<file path="src/rtl/riscv_pkg.sv">
// Shared RISC-V constants: opcodes, funct3 access-size encodings, LSU state
// encoding and funct3 legality/alignment helpers.
package riscv_pkg;

  localparam logic [6:0] OP_LOAD  = 7'b0000011;
  localparam logic [6:0] OP_STORE = 7'b0100011;
  localparam logic [6:0] OP_IMM   = 7'b0010011;
  localparam logic [6:0] OP_REG   = 7'b0110011;

  localparam logic [2:0] F3_B  = 3'b000;
  localparam logic [2:0] F3_H  = 3'b001;
  localparam logic [2:0] F3_W  = 3'b010;
  localparam logic [2:0] F3_BU = 3'b100;
  localparam logic [2:0] F3_HU = 3'b101;

  typedef enum logic [1:0] {
    LSU_IDLE = 2'd0,
    LSU_REQ  = 2'd1,
    LSU_RESP = 2'd2
  } lsu_state_e;

  function automatic logic load_f3_legal(input logic [2:0] f3);
    return (f3 == F3_B) || (f3 == F3_H) || (f3 == F3_W) ||
           (f3 == F3_BU) || (f3 == F3_HU);
  endfunction

  function automatic logic store_f3_legal(input logic [2:0] f3);
    return (f3 == F3_B) || (f3 == F3_H) || (f3 == F3_W);
  endfunction

  // Halfwords need addr[0]==0, words need addr[1:0]==0; bytes never misalign.
  function automatic logic misaligned(input logic [2:0] f3, input logic [1:0] a);
    case (f3)
      F3_H, F3_HU: return a[0];
      F3_W:        return a != 2'b00;
      default:     return 1'b0;
    endcase
  endfunction

endpackage

</file>
<file path="src/rtl/load_store_unit_if.sv">
// Single-outstanding data-memory port between the LSU (master) and memory (slave).
interface load_store_unit_if;
  logic        mem_req_out;
  logic        mem_we_out;
  logic [31:0] mem_addr_out;
  logic [31:0] mem_wdata_out;
  logic [3:0]  mem_wstrb_out;
  logic        mem_ack_in;
  logic [31:0] mem_rdata_in;

  modport master (
    output mem_req_out, mem_we_out, mem_addr_out, mem_wdata_out, mem_wstrb_out,
    input  mem_ack_in, mem_rdata_in
  );

  modport slave (
    input  mem_req_out, mem_we_out, mem_addr_out, mem_wdata_out, mem_wstrb_out,
    output mem_ack_in, mem_rdata_in
  );
endinterface

</file>
<file path="src/rtl/lsu_load_extend.sv">
// Combinational load aligner: picks the byte/halfword lane from the read word
// and sign- or zero-extends it to 32 bits according to funct3.
module lsu_load_extend
  import riscv_pkg::*;
(
  input  logic [31:0] rdata_i,
  input  logic [1:0]  addr_lo_i,
  input  logic [2:0]  funct3_i,
  output logic [31:0] data_o
);

  logic [7:0]  byte_v;
  logic [15:0] half_v;

  always_comb begin
    case (addr_lo_i)
      2'd0:    byte_v = rdata_i[7:0];
      2'd1:    byte_v = rdata_i[15:8];
      2'd2:    byte_v = rdata_i[23:16];
      default: byte_v = rdata_i[31:24];
    endcase
    // Only addr[1] picks the halfword lane; addr[0] is an alignment concern.
    half_v = addr_lo_i[1] ? rdata_i[31:16] : rdata_i[15:0];

    case (funct3_i)
      F3_B:    data_o = {{24{byte_v[7]}}, byte_v};
      F3_BU:   data_o = {24'd0, byte_v};
      F3_H:    data_o = {{16{half_v[15]}}, half_v};
      F3_HU:   data_o = {16'd0, half_v};
      F3_W:    data_o = rdata_i;
      default: data_o = 32'd0;
    endcase
  end

endmodule

</file>
<file path="src/rtl/load_store_unit.sv">
// Memory stage: one instruction per handshake, single-outstanding memory port,
// registered writeback packet. Optional misalignment trap: LSU_MISALIGN_TRAP_EN.
module load_store_unit
  import riscv_pkg::*;
(
  input  logic                      clk,
  input  logic                      rst_n,
  input  logic                      valid_in,
  output logic                      ready_out,
  input  logic [6:0]                opcode_in,
  input  logic [2:0]                funct3_in,
  input  logic [31:0]               alu_result_in,
  input  logic [31:0]               rs2_value_in,
  input  logic [4:0]                rd_in,
  load_store_unit_if.master         mem,
  output logic                      wb_valid_out,
  input  logic                      wb_ready_in,
  output logic                      wb_we_out,
  output logic [4:0]                wb_rd_out,
  output logic [31:0]               wb_data_out,
  output logic                      lsu_err_out
);

  lsu_state_e  state_q;
  logic        mem_req_q, mem_we_q;
  logic [31:0] mem_addr_q, mem_wdata_q;
  logic [3:0]  mem_wstrb_q;
  logic        wb_valid_q, wb_we_q, lsu_err_q;
  logic [4:0]  wb_rd_q;
  logic [31:0] wb_data_q;
  logic [2:0]  funct3_q;
  logic [1:0]  addr_lo_q;

  logic        is_load_d, is_store_d, err_d;
  logic [31:0] wdata_d;
  logic [3:0]  strb_d;
  logic [31:0] load_data;

  always_comb begin
    is_load_d  = (opcode_in == OP_LOAD);
    is_store_d = (opcode_in == OP_STORE);
    err_d      = (is_load_d  && !load_f3_legal(funct3_in)) ||
                 (is_store_d && !store_f3_legal(funct3_in));
`ifdef LSU_MISALIGN_TRAP_EN
    if ((is_load_d || is_store_d) && misaligned(funct3_in, alu_result_in[1:0]))
      err_d = 1'b1;
`endif
    case (funct3_in)
      F3_B: begin
        wdata_d = {4{rs2_value_in[7:0]}};
        strb_d  = 4'b0001 << alu_result_in[1:0];
      end
      F3_H: begin
        wdata_d = {2{rs2_value_in[15:0]}};
        strb_d  = 4'b0011 << {alu_result_in[1], 1'b0};
      end
      default: begin
        wdata_d = rs2_value_in;
        strb_d  = 4'b1111;
      end
    endcase
  end

  lsu_load_extend u_load_extend (
    .rdata_i   (mem.mem_rdata_in),
    .addr_lo_i (addr_lo_q),
    .funct3_i  (funct3_q),
    .data_o    (load_data)
  );

  always_ff @(posedge clk or negedge rst_n) begin
    if (!rst_n) begin
      state_q     <= LSU_IDLE;
      mem_req_q   <= 1'b0;
      mem_we_q    <= 1'b0;
      mem_addr_q  <= 32'd0;
      mem_wdata_q <= 32'd0;
      mem_wstrb_q <= 4'd0;
      wb_valid_q  <= 1'b0;
      wb_we_q     <= 1'b0;
      lsu_err_q   <= 1'b0;
      wb_rd_q     <= 5'd0;
      wb_data_q   <= 32'd0;
      funct3_q    <= 3'd0;
      addr_lo_q   <= 2'd0;
    end else begin
      case (state_q)
        LSU_IDLE: begin
          if (valid_in) begin
            funct3_q  <= funct3_in;
            addr_lo_q <= alu_result_in[1:0];
            wb_rd_q   <= rd_in;
            if ((is_load_d || is_store_d) && !err_d) begin
              state_q     <= LSU_REQ;
              mem_req_q   <= 1'b1;
              mem_we_q    <= is_store_d;
              mem_addr_q  <= {alu_result_in[31:2], 2'b00};
              mem_wdata_q <= is_store_d ? wdata_d : 32'd0;
              mem_wstrb_q <= is_store_d ? strb_d : 4'd0;
              wb_we_q     <= is_load_d && (rd_in != 5'd0);
              lsu_err_q   <= 1'b0;
            end else begin
              // Pass-through and rejected accesses skip the memory port entirely.
              state_q    <= LSU_RESP;
              wb_valid_q <= 1'b1;
              lsu_err_q  <= err_d;
              wb_we_q    <= !err_d && (rd_in != 5'd0);
              wb_data_q  <= err_d ? 32'd0 : alu_result_in;
            end
          end
        end
        LSU_REQ: begin
          if (mem.mem_ack_in) begin
            state_q    <= LSU_RESP;
            mem_req_q  <= 1'b0;
            wb_valid_q <= 1'b1;
            wb_data_q  <= mem_we_q ? 32'd0 : load_data;
          end
        end
        LSU_RESP: begin
          if (wb_ready_in) begin
            state_q    <= LSU_IDLE;
            wb_valid_q <= 1'b0;
          end
        end
        default: state_q <= LSU_IDLE;
      endcase
    end
  end

  assign ready_out         = (state_q == LSU_IDLE);
  assign mem.mem_req_out   = mem_req_q;
  assign mem.mem_we_out    = mem_we_q;
  assign mem.mem_addr_out  = mem_addr_q;
  assign mem.mem_wdata_out = mem_wdata_q;
  assign mem.mem_wstrb_out = mem_wstrb_q;
  assign wb_valid_out      = wb_valid_q;
  assign wb_we_out         = wb_we_q;
  assign wb_rd_out         = wb_rd_q;
  assign wb_data_out       = wb_data_q;
  assign lsu_err_out       = lsu_err_q;

endmodule

</file>
<file path="src/flat_wrapper.sv">
// flat-port wrapper written by rule: the top's interface ports become plain ports
module load_store_unit_flat import riscv_pkg::*;
  (clk, rst_n, valid_in, ready_out, opcode_in, funct3_in, alu_result_in, rs2_value_in, rd_in, wb_valid_out, wb_ready_in, wb_we_out, wb_rd_out, wb_data_out, lsu_err_out, mem_mem_req_out, mem_mem_we_out, mem_mem_addr_out, mem_mem_wdata_out, mem_mem_wstrb_out, mem_mem_ack_in, mem_mem_rdata_in);
  load_store_unit_if mem_i ();
  input  logic clk;
  input  logic rst_n;
  input  logic valid_in;
  output logic ready_out;
  input  logic [6:0] opcode_in;
  input  logic [2:0] funct3_in;
  input  logic [31:0] alu_result_in;
  input  logic [31:0] rs2_value_in;
  input  logic [4:0] rd_in;
  output logic wb_valid_out;
  input  logic wb_ready_in;
  output logic wb_we_out;
  output logic [4:0] wb_rd_out;
  output logic [31:0] wb_data_out;
  output logic lsu_err_out;
  output wire logic [$bits(mem_i.mem_req_out)-1:0] mem_mem_req_out;
  output wire logic [$bits(mem_i.mem_we_out)-1:0] mem_mem_we_out;
  output wire logic [$bits(mem_i.mem_addr_out)-1:0] mem_mem_addr_out;
  output wire logic [$bits(mem_i.mem_wdata_out)-1:0] mem_mem_wdata_out;
  output wire logic [$bits(mem_i.mem_wstrb_out)-1:0] mem_mem_wstrb_out;
  input wire logic [$bits(mem_i.mem_ack_in)-1:0] mem_mem_ack_in;
  input wire logic [$bits(mem_i.mem_rdata_in)-1:0] mem_mem_rdata_in;
  assign mem_mem_req_out = mem_i.mem_req_out;
  assign mem_mem_we_out = mem_i.mem_we_out;
  assign mem_mem_addr_out = mem_i.mem_addr_out;
  assign mem_mem_wdata_out = mem_i.mem_wdata_out;
  assign mem_mem_wstrb_out = mem_i.mem_wstrb_out;
  assign mem_i.mem_ack_in = mem_mem_ack_in;
  assign mem_i.mem_rdata_in = mem_mem_rdata_in;
  load_store_unit u_core (.clk(clk), .rst_n(rst_n), .valid_in(valid_in), .ready_out(ready_out), .opcode_in(opcode_in), .funct3_in(funct3_in), .alu_result_in(alu_result_in), .rs2_value_in(rs2_value_in), .rd_in(rd_in), .mem(mem_i), .wb_valid_out(wb_valid_out), .wb_ready_in(wb_ready_in), .wb_we_out(wb_we_out), .wb_rd_out(wb_rd_out), .wb_data_out(wb_data_out), .lsu_err_out(lsu_err_out));
endmodule
</file>
<file path="config.mk">
export PLATFORM = sky130hd
export DESIGN_NAME = load_store_unit_flat
export DESIGN_NICKNAME = d
export VERILOG_FILES = /design/src/rtl/riscv_pkg.sv /design/src/rtl/load_store_unit_if.sv /design/src/rtl/lsu_load_extend.sv /design/src/rtl/load_store_unit.sv /design/src/flat_wrapper.sv
export SDC_FILE = /design/constraint.sdc
export NUM_CORES = 1
export LEC_CHECK = 0
export ABC_AREA = 1
export BUFFER_PORTS_ARGS = -buffer_cell sky130_fd_sc_hd__buf_2
export CORE_ASPECT_RATIO = 0.75
export CORE_MARGIN = 2
export CORE_UTILIZATION = 35
export DETAILED_ROUTE_END_ITERATION = 8
export PLACE_DENSITY = 0.7
export SETUP_SLACK_MARGIN = 0.3
export SLEW_MARGIN = 20
export SYNTH_ARGS = -nofsm -noshare
export SYNTH_HDL_FRONTEND = slang
export SYNTH_HIERARCHICAL = 1
export SYNTH_SLANG_ARGS = --single-unit
export TNS_END_PERCENT = 1
</file>
<file path="constraint.sdc">
create_clock -name clk -period 1.61 [get_ports clk]
set_clock_uncertainty 0.1 [all_clocks]
set_input_delay 0.161 -clock clk [delete_from_list [all_inputs] [get_ports clk]]
set_output_delay 0.161 -clock clk [all_outputs]
set_load 0.01 [all_outputs]
</file>
==> results of run 1 <==
==> area by class of cell <==
type | count | area share
Tap cell | 253 | 0.0319
Clock buffer | 21 | 0.0474
Clock inverter | 10 | 0.00769
Timing Repair Buffer | 344 | 0.242
Inverter | 70 | 0.0275
Antenna cell | 1 | 0.000252
Multi-Input combinational cell | 756 | 0.352
Sequential cell | 115 | 0.291
==> per-stage QoR <==
stage / instances / setup TNS [ns] / cell area [sq um] / utilization / hold slack [ns]
5_1_grt: 1569 / -1.04 / 9920 / 0.513 / 0.0169
3_3_place_gp: 1466 / -0.262 / 8520 / 0.441 / -0.127
3_5_place_dp: 1466 / -1.19 / 8520 / 0.441 / -0.126
6_report: 1570 / 0 / 9920 / 0.513 / 0.0365
2_1_floorplan: 997 / 0 / 6900 / - / -0.235
4_1_cts: 1561 / 0 / 9740 / 0.504 / -0.0823
==> cell usage after synthesis (all sizes together) (2+ instances only) <==
cell | n | share of area
nand2 | 481 | 0.27
nand3 | 134 | 0.12
dfrtp | 115 | 0.42
nor2 | 71 | 0.045
inv | 69 | 0.038
buf | 33 | 0.040
o21ai | 31 | 0.023
clkbuf | 23 | 0.013
a21oi | 14 | 0.010
o211ai | 6 | 0.0066
nand3b | 5 | 0.0073
mux2 | 4 | 0.0066
or2 | 3 | 0.0027
nor3 | 2 | 0.0031
==> state kept, by name, indices dropped and copies added, names as in the netlist <==
register,cells
u_core/mem.mem_we_out,1
u_core/mem.mem_req_out,1
u_core/funct3_q,3
u_core/mem.mem_wdata_out,32
u_core/wb_we_out,1
u_core/wb_data_out,32
u_core/state_q,2
u_core/lsu_err_out,1
u_core/wb_rd_out,5
u_core/addr_lo_q,2
u_core/mem.mem_wstrb_out,4
u_core/wb_valid_out,1
u_core/mem.mem_addr_out,30
==> path summary, 6_finish.rpt <==
kind | end | slack [ns] | start | cells after the start
worst max-delay path | ready_out | 0.02 | u_core/state_q[0] | 3
worst min-delay path | u_core/mem.mem_wdata_out[27] | 0.04 | rs2_value_in[27] | 5
worst max register to register | u_core/mem.mem_addr_out[13] | 0.03 | u_core/state_q[0] | 8
worst min register to register | u_core/mem.mem_addr_out[3] | 0.37 | u_core/mem.mem_addr_out[3] | 2
max in group asynchronous | u_core/mem.mem_wdata_out[31] | 0.72 | rst_n | 3
min in group asynchronous | u_core/wb_rd_out[1] | 0.20 | rst_n | 3
==> logic make-up (layout without fill, tap and decap cells) <==
group           Yosys count  after routing
compound gates           52             52
other cells               1              3
flops                   115            115
buf+inv                 126            445
mux                       4              4
simple gates            698            698
==> tightest hold or removal path, delay by kind of cell <==
kind,cells,cell delay (ns)
AOI/OAI and AO/OA,1,0.08
buffers and inverters,1,0.08
and+or+nand+nor,3,0.19
==> metal layers <==
metal / vias to the layer above / GRT usage / wire length (um)
met5: - / 0 / 0
met4: 0 / 0.0711 / 479
met3: 42 / 0.0668 / 2360
met2: 358 / 0.344 / 10600
met1: 3556 / 0.348 / 11600
li1: 3726 / - / -
==> what timing repair did <==
item / 4_1_cts / 5_1_grt
endpoints found under the setup margin: 115 / 116
gates cloned: 1 / 1
pin swaps: 2 / 10
hold buffers: 57 / 0
setup buffers: 6 / 7
resized for setup: 12 / 34
endpoints found under the hold margin: 173 / 0
==> power groups by stage <==
| stage | combinational (W) | sequential [W] | clock, W |
|---|---|---|---|
| after floorplan | 0.00307 | 0.00431 | 0 |
| after global placement | 0.00517 | 0.00412 | 0 |
| after detailed placement | 0.00524 | 0.00412 | 0 |
| after CTS | 0.00564 | 0.00410 | 0.00360 |
| after global routing | 0.00646 | 0.00420 | 0.00375 |
| final | 0.00586 | 0.00411 | 0.00353 |
==> impl_metrics.json, run 1 <==
{
  "antenna_found_initial": 1,
  "grtUsageTotal": 0.239,
  "fmax_ghz": 0.629,
  "cts_made_buffers": 17,
  "pwr-share-seq": 0.305,
  "rsz0062_at_grt": "yes",
  "drt-total-wl_mm": 25.1,
  "async_reset_ff_frac": 1.00,
  "synth_fa_ha_area_frac": 0,
  "synth-seq-area-share": 0.419,
  "p_total_w": 0.0135,
  "slowest_delay_ns": 0.44,
  "synth_edf_count": 0,
  "multi_input_area_sq_um": 3490,
  "cts-root-buf": "clkbuf_16",
  "ys_ff_latch": 115,
  "clkLatencyLatePin_ns": 0.42,
  "seq_area_sq_um": 2890,
  "setup_slack_ns": 0.0206,
  "setup.worst_path.end_class": "primary output",
  "layout_common_cells": "457 x nand2_1, 223 x buf_2, 110 x nand3_1",
  "synth_top_family_by_area": "simple AND/OR/NAND/NOR gates",
  "num_io_pins": 227,
  "coreArea_sq_um": 19300,
  "wl_per_cell_um": 16.0,
  "synth_ff_type": "dfrtp_1",
  "final_common_cell": "nand2_1",
  "grt_first_pass_wirelength_mm": 39.3,
  "slew_violations": 0,
  "ctsHtreeMaxLevel": 4,
  "synth.cell_area_sq_um": 6880,
  "slowest_stage": "dfrtp_2",
  "finalSetupViolCount": 0,
  "synth_xor_xnor_area_share": 0,
  "finalHoldViolCount": 0,
  "initial_utilization": 0.356,
  "grt-ovfl-total": 0,
  "p_sw_w": 0.00530,
  "grt_max_degree": 61,
  "leakage_nw": 5.82,
  "ir_worst_vdd_v": 0.000681,
  "cts_num_sinks": 115,
  "clkTransAtPathRegs_ns": 0.06,
  "routabilityCongestion": 0.951,
  "worstPathCellList": "nor2_4 > buf_4 > buf_2",
  "vias": 7682,
  "cp_num_buf_inv": 2,
  "ys_warn_count": 6,
  "synth-compound-area-share": 0.0404,
  "area_delta_synth_final_pct": 44.3,
  "p_int_w": 0.00820,
  "die_width_um": 166,
  "drt_iter0_markers": 876,
  "first_global_vias": 7183,
  "post-route-period-util": 0.987,
  "crit_family": "flip-flops",
  "dpl.hpwl_mm": 17.9,
  "status": "finished clean",
  "syn_area_per_cell_sq_um": 6.90,
  "drt-vias-per-instance": 4.89,
  "synth-simple-area-share": 0.443,
  "cp-start-kind": "flip-flop",
  "powerDensity_nw_per_um2": 1360,
  "crit_path_max_fanout": 4,
  "tritoncts": "yes",
  "p_comb_frac": 0.434,
  "dr.pass1.iters": 6,
  "synth_mux_area_frac": 0.00655,
  "maxCapViolCount": 0,
  "hold_class": "input pin to flip-flop",
  "arrival_ns": 1.33,
  "rows": 44,
  "die-area_sq_um": 20800,
  "syn_inst": 996,
  "fill_cells": 1869,
  "p_sw_frac": 0.393,
  "synth_cell_type_count": 35,
  "drc": 0,
  "required_ns": 1.35,
  "ant_nets": 0,
  "io_buffers": 224,
  "nets": 1420,
  "clk_path_buf_depth": 2,
  "dp_slack_ns": -0.0325,
  "fp.dieH_um": 125,
  "drive_gt1_frac": 0.302,
  "path_class": "flip-flop to primary output",
  "clkPwrFrac": 0.262,
  "period_needed_ns": 1.59
}
(Power assumes the default switching activity.)
==> run 2, diff against run 1 <==
CAP_MARGIN = 20   (was unset)
CELL_PAD_IN_SITES_DETAIL_PLACEMENT = 1   (was unset)
CELL_PAD_IN_SITES_GLOBAL_PLACEMENT = 1   (was unset)
CORE_UTILIZATION = 32   (was 35)
PLACE_DENSITY = 0.86   (was 0.7)
==> run 2 against run 1 <==
Effect of this change: the flow now finishes with violations (hold timing, setup timing); largest cell class unchanged; highest routed layer is now met5; sequential cell count stayed put; fmax is 18% lower; critical endpoint is now u_core/wb_data_out[6]; largest power group unchanged; count of clock-buffer cells in the layout is 4 lower.
==> impl_metrics.json, run 2 (synthesis results as in run 1) <==
{
  "dr.pass1.iters": 5,
  "crit_path_max_fanout": 7,
  "antenna_found_initial": 3,
  "path_class": "flip-flop to flip-flop",
  "rsz0062_at_grt": "yes",
  "ant_nets": 0,
  "clkTransAtPathRegs_ns": 0.07,
  "initial_utilization": 0.325,
  "clkPwrFrac": 0.265,
  "final_common_cell": "nand2_1",
  "p_sw_w": 0.00658,
  "finalSetupViolCount": 104,
  "slew_headroom": 0.597,
  "cp-start-kind": "flip-flop",
  "slew_violations": 0,
  "die_width_um": 173,
  "cts_num_sinks": 115,
  "vias": 8675,
  "die-area_sq_um": 22700,
  "fin_area_sq_um": 10400,
  "pwr-share-seq": 0.264,
  "drt-total-wl_mm": 35.8,
  "fp.dieH_um": 131,
  "fin_util": 0.494,
  "r2r_slack_ns": -0.32,
  "required_ns": 1.88,
  "maxCapViolCount": 0,
  "tightest_slew_ns": 0.599,
  "coreArea_sq_um": 21100,
  "hold_class": "input pin to flip-flop",
  "ctsHtreeMaxLevel": 4,
  "rows": 46,
  "cts_made_buffers": 17,
  "p_int_w": 0.00908,
  "period_needed_ns": 1.93,
  "first_global_vias": 8796,
  "grt-ovfl-total": 0,
  "drive_gt1_frac": 0.359,
  "clkLatencyLatePin_ns": 0.43,
  "layout_common_cells": "401 x nand2_1, 221 x buf_2, 111 x dfrtp_1",
  "finalHoldViolCount": 1,
  "area_delta_synth_final_pct": 51.7,
  "tritoncts": "yes",
  "routabilityCongestion": 0.942,
  "grt_first_pass_wirelength_mm": 49.8,
  "fmax_ghz": 0.518,
  "drt-vias-per-instance": 5.38,
  "wl_per_cell_um": 22.2,
  "num_io_pins": 227,
  "worst_hold_slack_ns": -0.0000615,
  "p_comb_frac": 0.470,
  "status": "finished with violations",
  "cts-root-buf": "clkbuf_16",
  "postPlaceCellArea_sq_um": 8600,
  "post-route-period-util": 1.20,
  "powerDensity_nw_per_um2": 1500,
  "arrival_ns": 2.20,
  "clk_path_buf_depth": 2,
  "slowest_delay_ns": 0.51,
  "drt_iter0_markers": 886,
  "grt_max_degree": 59,
  "setup.worst_path.end_class": "flip-flop",
  "nets": 1425,
  "setup_slack_ns": -0.319,
  "drc": 0,
  "worstPathCellList": "buf_8 > nand2_1 > buf_4 > nor2_2 > nor2_1 > nand2_1 > nand2_1 > nand2_1 > nand2_1 > nand3_2 > nand2_2",
  "tns_ns": -8.70,
  "grtUsageTotal": 0.286,
  "p_sw_frac": 0.420,
  "ir_worst_vdd_v": 0.000665,
  "io_buffers": 224,
  "crit_top_cell": "nand2_1",
  "leakage_nw": 6.00,
  "slowest_stage": "dfrtp_2",
  "violations": "hold timing, setup timing",
  "dpl.hpwl_mm": 20.3
}
==> run 2: cell count changes in the layout (fill, tap and decap cells not counted), moves of 4 or more <==
cell,change
nand2_4,+7
nand3_1,-12
nand2_1,-56
nand3_2,+8
nand3_4,+4
inv_8,+4
clkinvlp_4,-6
nand2_2,+49
buf_12,+6
clkinv_4,+4
==> run 2: worst max-delay path, delay by kind of cell, from the launching register on <==
kind | cells | cell delay (ns)
flip-flops | 1 | 0.51
buffers and inverters | 2 | 0.32
AND/OR/NAND/NOR | 9 | 0.93
==> run 2: repair_timing <==
item / 4_1_cts / 5_1_grt
resized for setup: 80 / 52
gates cloned: 2 / 0
endpoints found under the setup margin: 115 / 117
buffers inserted: 7 / 13
endpoints found under the hold margin: 170 / 0
hold buffers: 54 / 0
pin swaps: 99 / 36
==> run 2: power by group through the flow <==
stage / Combinational (W) / Clock (W) / Sequential [W]
2_1_floorplan: 0.00307 / 0 / 0.00431
6_report: 0.00737 / 0.00416 / 0.00414
5_1_grt: 0.00776 / 0.00432 / 0.00420
3_3_place_gp: 0.00536 / 0 / 0.00405
4_1_cts: 0.00624 / 0.00415 / 0.00407
3_5_place_dp: 0.00553 / 0 / 0.00408
==> run 2: stage by stage <==
stage	setup WS (ns)	total power, W	cells
detailed placement	-0.0739	0.00961	1502
CTS	-0.0203	0.0145	1597
floorplan	0.0979	0.00738	997
global placement	-0.0207	0.00941	1502
finish	-0.319	0.0157	1612
global route	-0.359	0.0163	1612
==> run 2: final timing paths <==
| path | startpoint | endpoint | depth (start not counted) |
|---|---|---|---|
| max | u_core/addr_lo_q[1] | u_core/wb_data_out[6] | 11 |
| min | mem_mem_ack_in | u_core/state_q[0] | 4 |
| max reg2reg | u_core/addr_lo_q[1] | u_core/wb_data_out[6] | 11 |
| min reg2reg | u_core/mem.mem_wdata_out[25] | u_core/mem.mem_wdata_out[25] | 2 |
| max in group asynchronous | rst_n | u_core/state_q[1] | 3 |
| min in group asynchronous | rst_n | u_core/mem.mem_wstrb_out[3] | 3 |
==> run 2: final cells by class <==
cell class / count / area [sq um]
antenna: 2 / 5.00
timing repair buffer: 349 / 2520
tap: 288 / 360
multi-input combinational: 756 / 3760
inverter: 70 / 270
sequential: 115 / 2880
clock inverter: 15 / 198
clock buffer: 17 / 425
fill: 2635 / 10700
==> run 2: per-layer routing <==
layer  GRT usage  up-vias  share of wire
met2       0.465      551           0.46
met4       0.145        2          0.047
met3      0.0735      140          0.089
li1            -     3723              -
met1       0.356     4259           0.41
met5           0        -        0.00039
==> run 3, diff against run 2 <==
BUFFER_PORTS_ARGS = unset   (was -buffer_cell sky130_fd_sc_hd__buf_2)
CORE_UTILIZATION = 35   (was 32)
DONT_BUFFER_PORTS = 1   (was unset)
PLACE_DENSITY = 0.77   (was 0.86)
SKIP_LAST_GASP = 1   (was unset)
==> run 3 against run 2 <==
Effect of this change: the flow still finishes with violations (hold timing, setup timing); combinational power is 36% lower; clock power is 5% lower; sequential cell count stayed put; register-to-register slack better by 0.25 ns; via count is 17% lower; fmax is 15% higher; sequential power is 11% higher; die area is 8.3% lower; cell count is 16% lower; critical endpoint is now u_core/wb_data_out[14].
==> impl_metrics.json, run 3 (synthesis results as in run 1) <==
{
  "status": "finished with violations",
  "violations": "hold timing, setup timing",
  "drc": 0,
  "finalHoldViolCount": 116,
  "slowest_delay_ns": 0.49,
  "grt-ovfl-total": 0,
  "fill_cells": 2408,
  "setup_slack_ns": -0.0707,
  "area_delta_synth_final_pct": 28.9,
  "routabilityCongestion": 0.899,
  "ctsHtreeMaxLevel": 4,
  "worstPathCellList": "buf_8 > or2_2 > o211ai_1 > nand3_2 > nand2_1 > nand2_1 > nand3_2 > nand2_1",
  "drive_gt1_frac": 0.140,
  "arrival_ns": 1.89,
  "fp.dieH_um": 125,
  "tritoncts": "yes",
  "clkTransAtPathRegs_ns": 0.06,
  "clk_path_buf_depth": 2,
  "finalSetupViolCount": 23,
  "coreArea_sq_um": 19300,
  "dr.pass1.iters": 6,
  "p_total_w": 0.0133,
  "num_io_pins": 227,
  "die-area_sq_um": 20800,
  "post-route-period-util": 1.04,
  "r2r_slack_ns": -0.07,
  "final_common_cell": "nand2_1",
  "rsz0062_at_grt": "yes",
  "crit_path_max_fanout": 12,
  "cts_made_buffers": 17,
  "io_buffers": 0,
  "wl_per_cell_um": 20.6,
  "first_global_vias": 7625,
  "ir_worst_vdd_v": 0.000749,
  "crit_family": "simple AND/OR/NAND/NOR gates",
  "drt-total-wl_mm": 27.9,
  "drt_iter0_markers": 675,
  "required_ns": 1.82,
  "period_needed_ns": 1.68,
  "die_width_um": 166,
  "layout_common_cells": "472 x nand2_1, 111 x dfrtp_1, 110 x nand3_1",
  "rows": 44,
  "maxCapViolCount": 0,
  "crit_top_cell": "nand2_1",
  "cts_num_sinks": 115,
  "nets": 1206,
  "path_class": "flip-flop to flip-flop",
  "hold_buffers": 71,
  "worst_hold_slack_ns": -0.662,
  "cts-root-buf": "clkbuf_16",
  "dpl.hpwl_mm": 18.4,
  "slowest_stage": "dfrtp_2",
  "slew_violations": 0,
  "powerDensity_nw_per_um2": 1500,
  "drt-vias-per-instance": 5.31,
  "fin_util": 0.458,
  "clkLatencyLatePin_ns": 0.41,
  "grtUsageTotal": 0.267,
  "cp_num_buf_inv": 1,
  "hold_class": "input pin to async pin",
  "setup.worst_path.end_class": "flip-flop",
  "fmax_ghz": 0.595,
  "vias": 7207,
  "ant_nets": 0,
  "initial_utilization": 0.356,
  "antenna_found_initial": 1,
  "grt_first_pass_wirelength_mm": 43.8,
  "cp-start-kind": "flip-flop",
  "leakage_nw": 4.90,
  "grt_max_degree": 116
}
[run 3: cell type report]
class | count | area [sq um] | share of cell area
Clock inverter | 14 | 168 | 0.0189
Timing Repair Buffer | 130 | 1350 | 0.153
Inverter | 70 | 268 | 0.0302
Sequential cell | 115 | 2880 | 0.325
Antenna cell | 1 | 2.50 | 0.000282
Clock buffer | 18 | 439 | 0.0496
Multi-Input combinational cell | 756 | 3430 | 0.387
Tap cell | 253 | 317 | 0.0357
[run 3: layer usage]
metal | routed length, um | up-vias | track usage
li1 | - | 3299 | -
met1 | 12300 | 3497 | 0.354
met2 | 12300 | 339 | 0.413
met3 | 2430 | 72 | 0.0772
met4 | 887 | 0 | 0.104
met5 | 0 | - | 0
[run 3: where the power goes]
part / total [W] / internal (W) / switching, W
sequential: 0.00461 / 0.00358 / 0.00104
combinational: 0.00475 / 0.00202 / 0.00272
clock: 0.00397 / 0.00238 / 0.00159
[run 3: worst paths after layout]
| path | endpoint | depth (start not counted) | from |
|---|---|---|---|
| min in group clk | u_core/state_q[0] | 4 | mem_mem_ack_in |
| max in group asynchronous | u_core/mem.mem_addr_out[29] | 0 | rst_n |
| setup reg to reg | u_core/wb_data_out[14] | 8 | u_core/addr_lo_q[1] |
| hold reg to reg | u_core/mem.mem_addr_out[29] | 2 | u_core/mem.mem_addr_out[29] |
| setup / recovery | u_core/wb_data_out[14] | 8 | u_core/addr_lo_q[1] |
| hold / removal | u_core/mem.mem_wdata_out[30] | 0 | rst_n |
[run 3: timing repair]
item	in CTS	in global routing
setup buffers	9	0
pin swaps	2	1
endpoints found under the setup margin	114	116
cloned	1	1
endpoints found under the hold margin	207	115
resized for setup	10	4
[run 3: stage by stage]
stage / setup TNS, ns / hold slack [ns] / cells / area [sq um] / setup slack [ns]
after global placement: -0.131 / -0.233 / 1242 / 7370 / -0.0923
after global routing: -5.00 / -0.682 / 1357 / 8860 / -0.128
after CTS: -0.0932 / -0.676 / 1355 / 8820 / -0.0232
after floorplan: 0 / -0.235 / 997 / 6900 / 0.0979
after detailed placement: -4.00 / -0.232 / 1242 / 7370 / -0.139
final: -0.535 / -0.662 / 1357 / 8860 / -0.0707
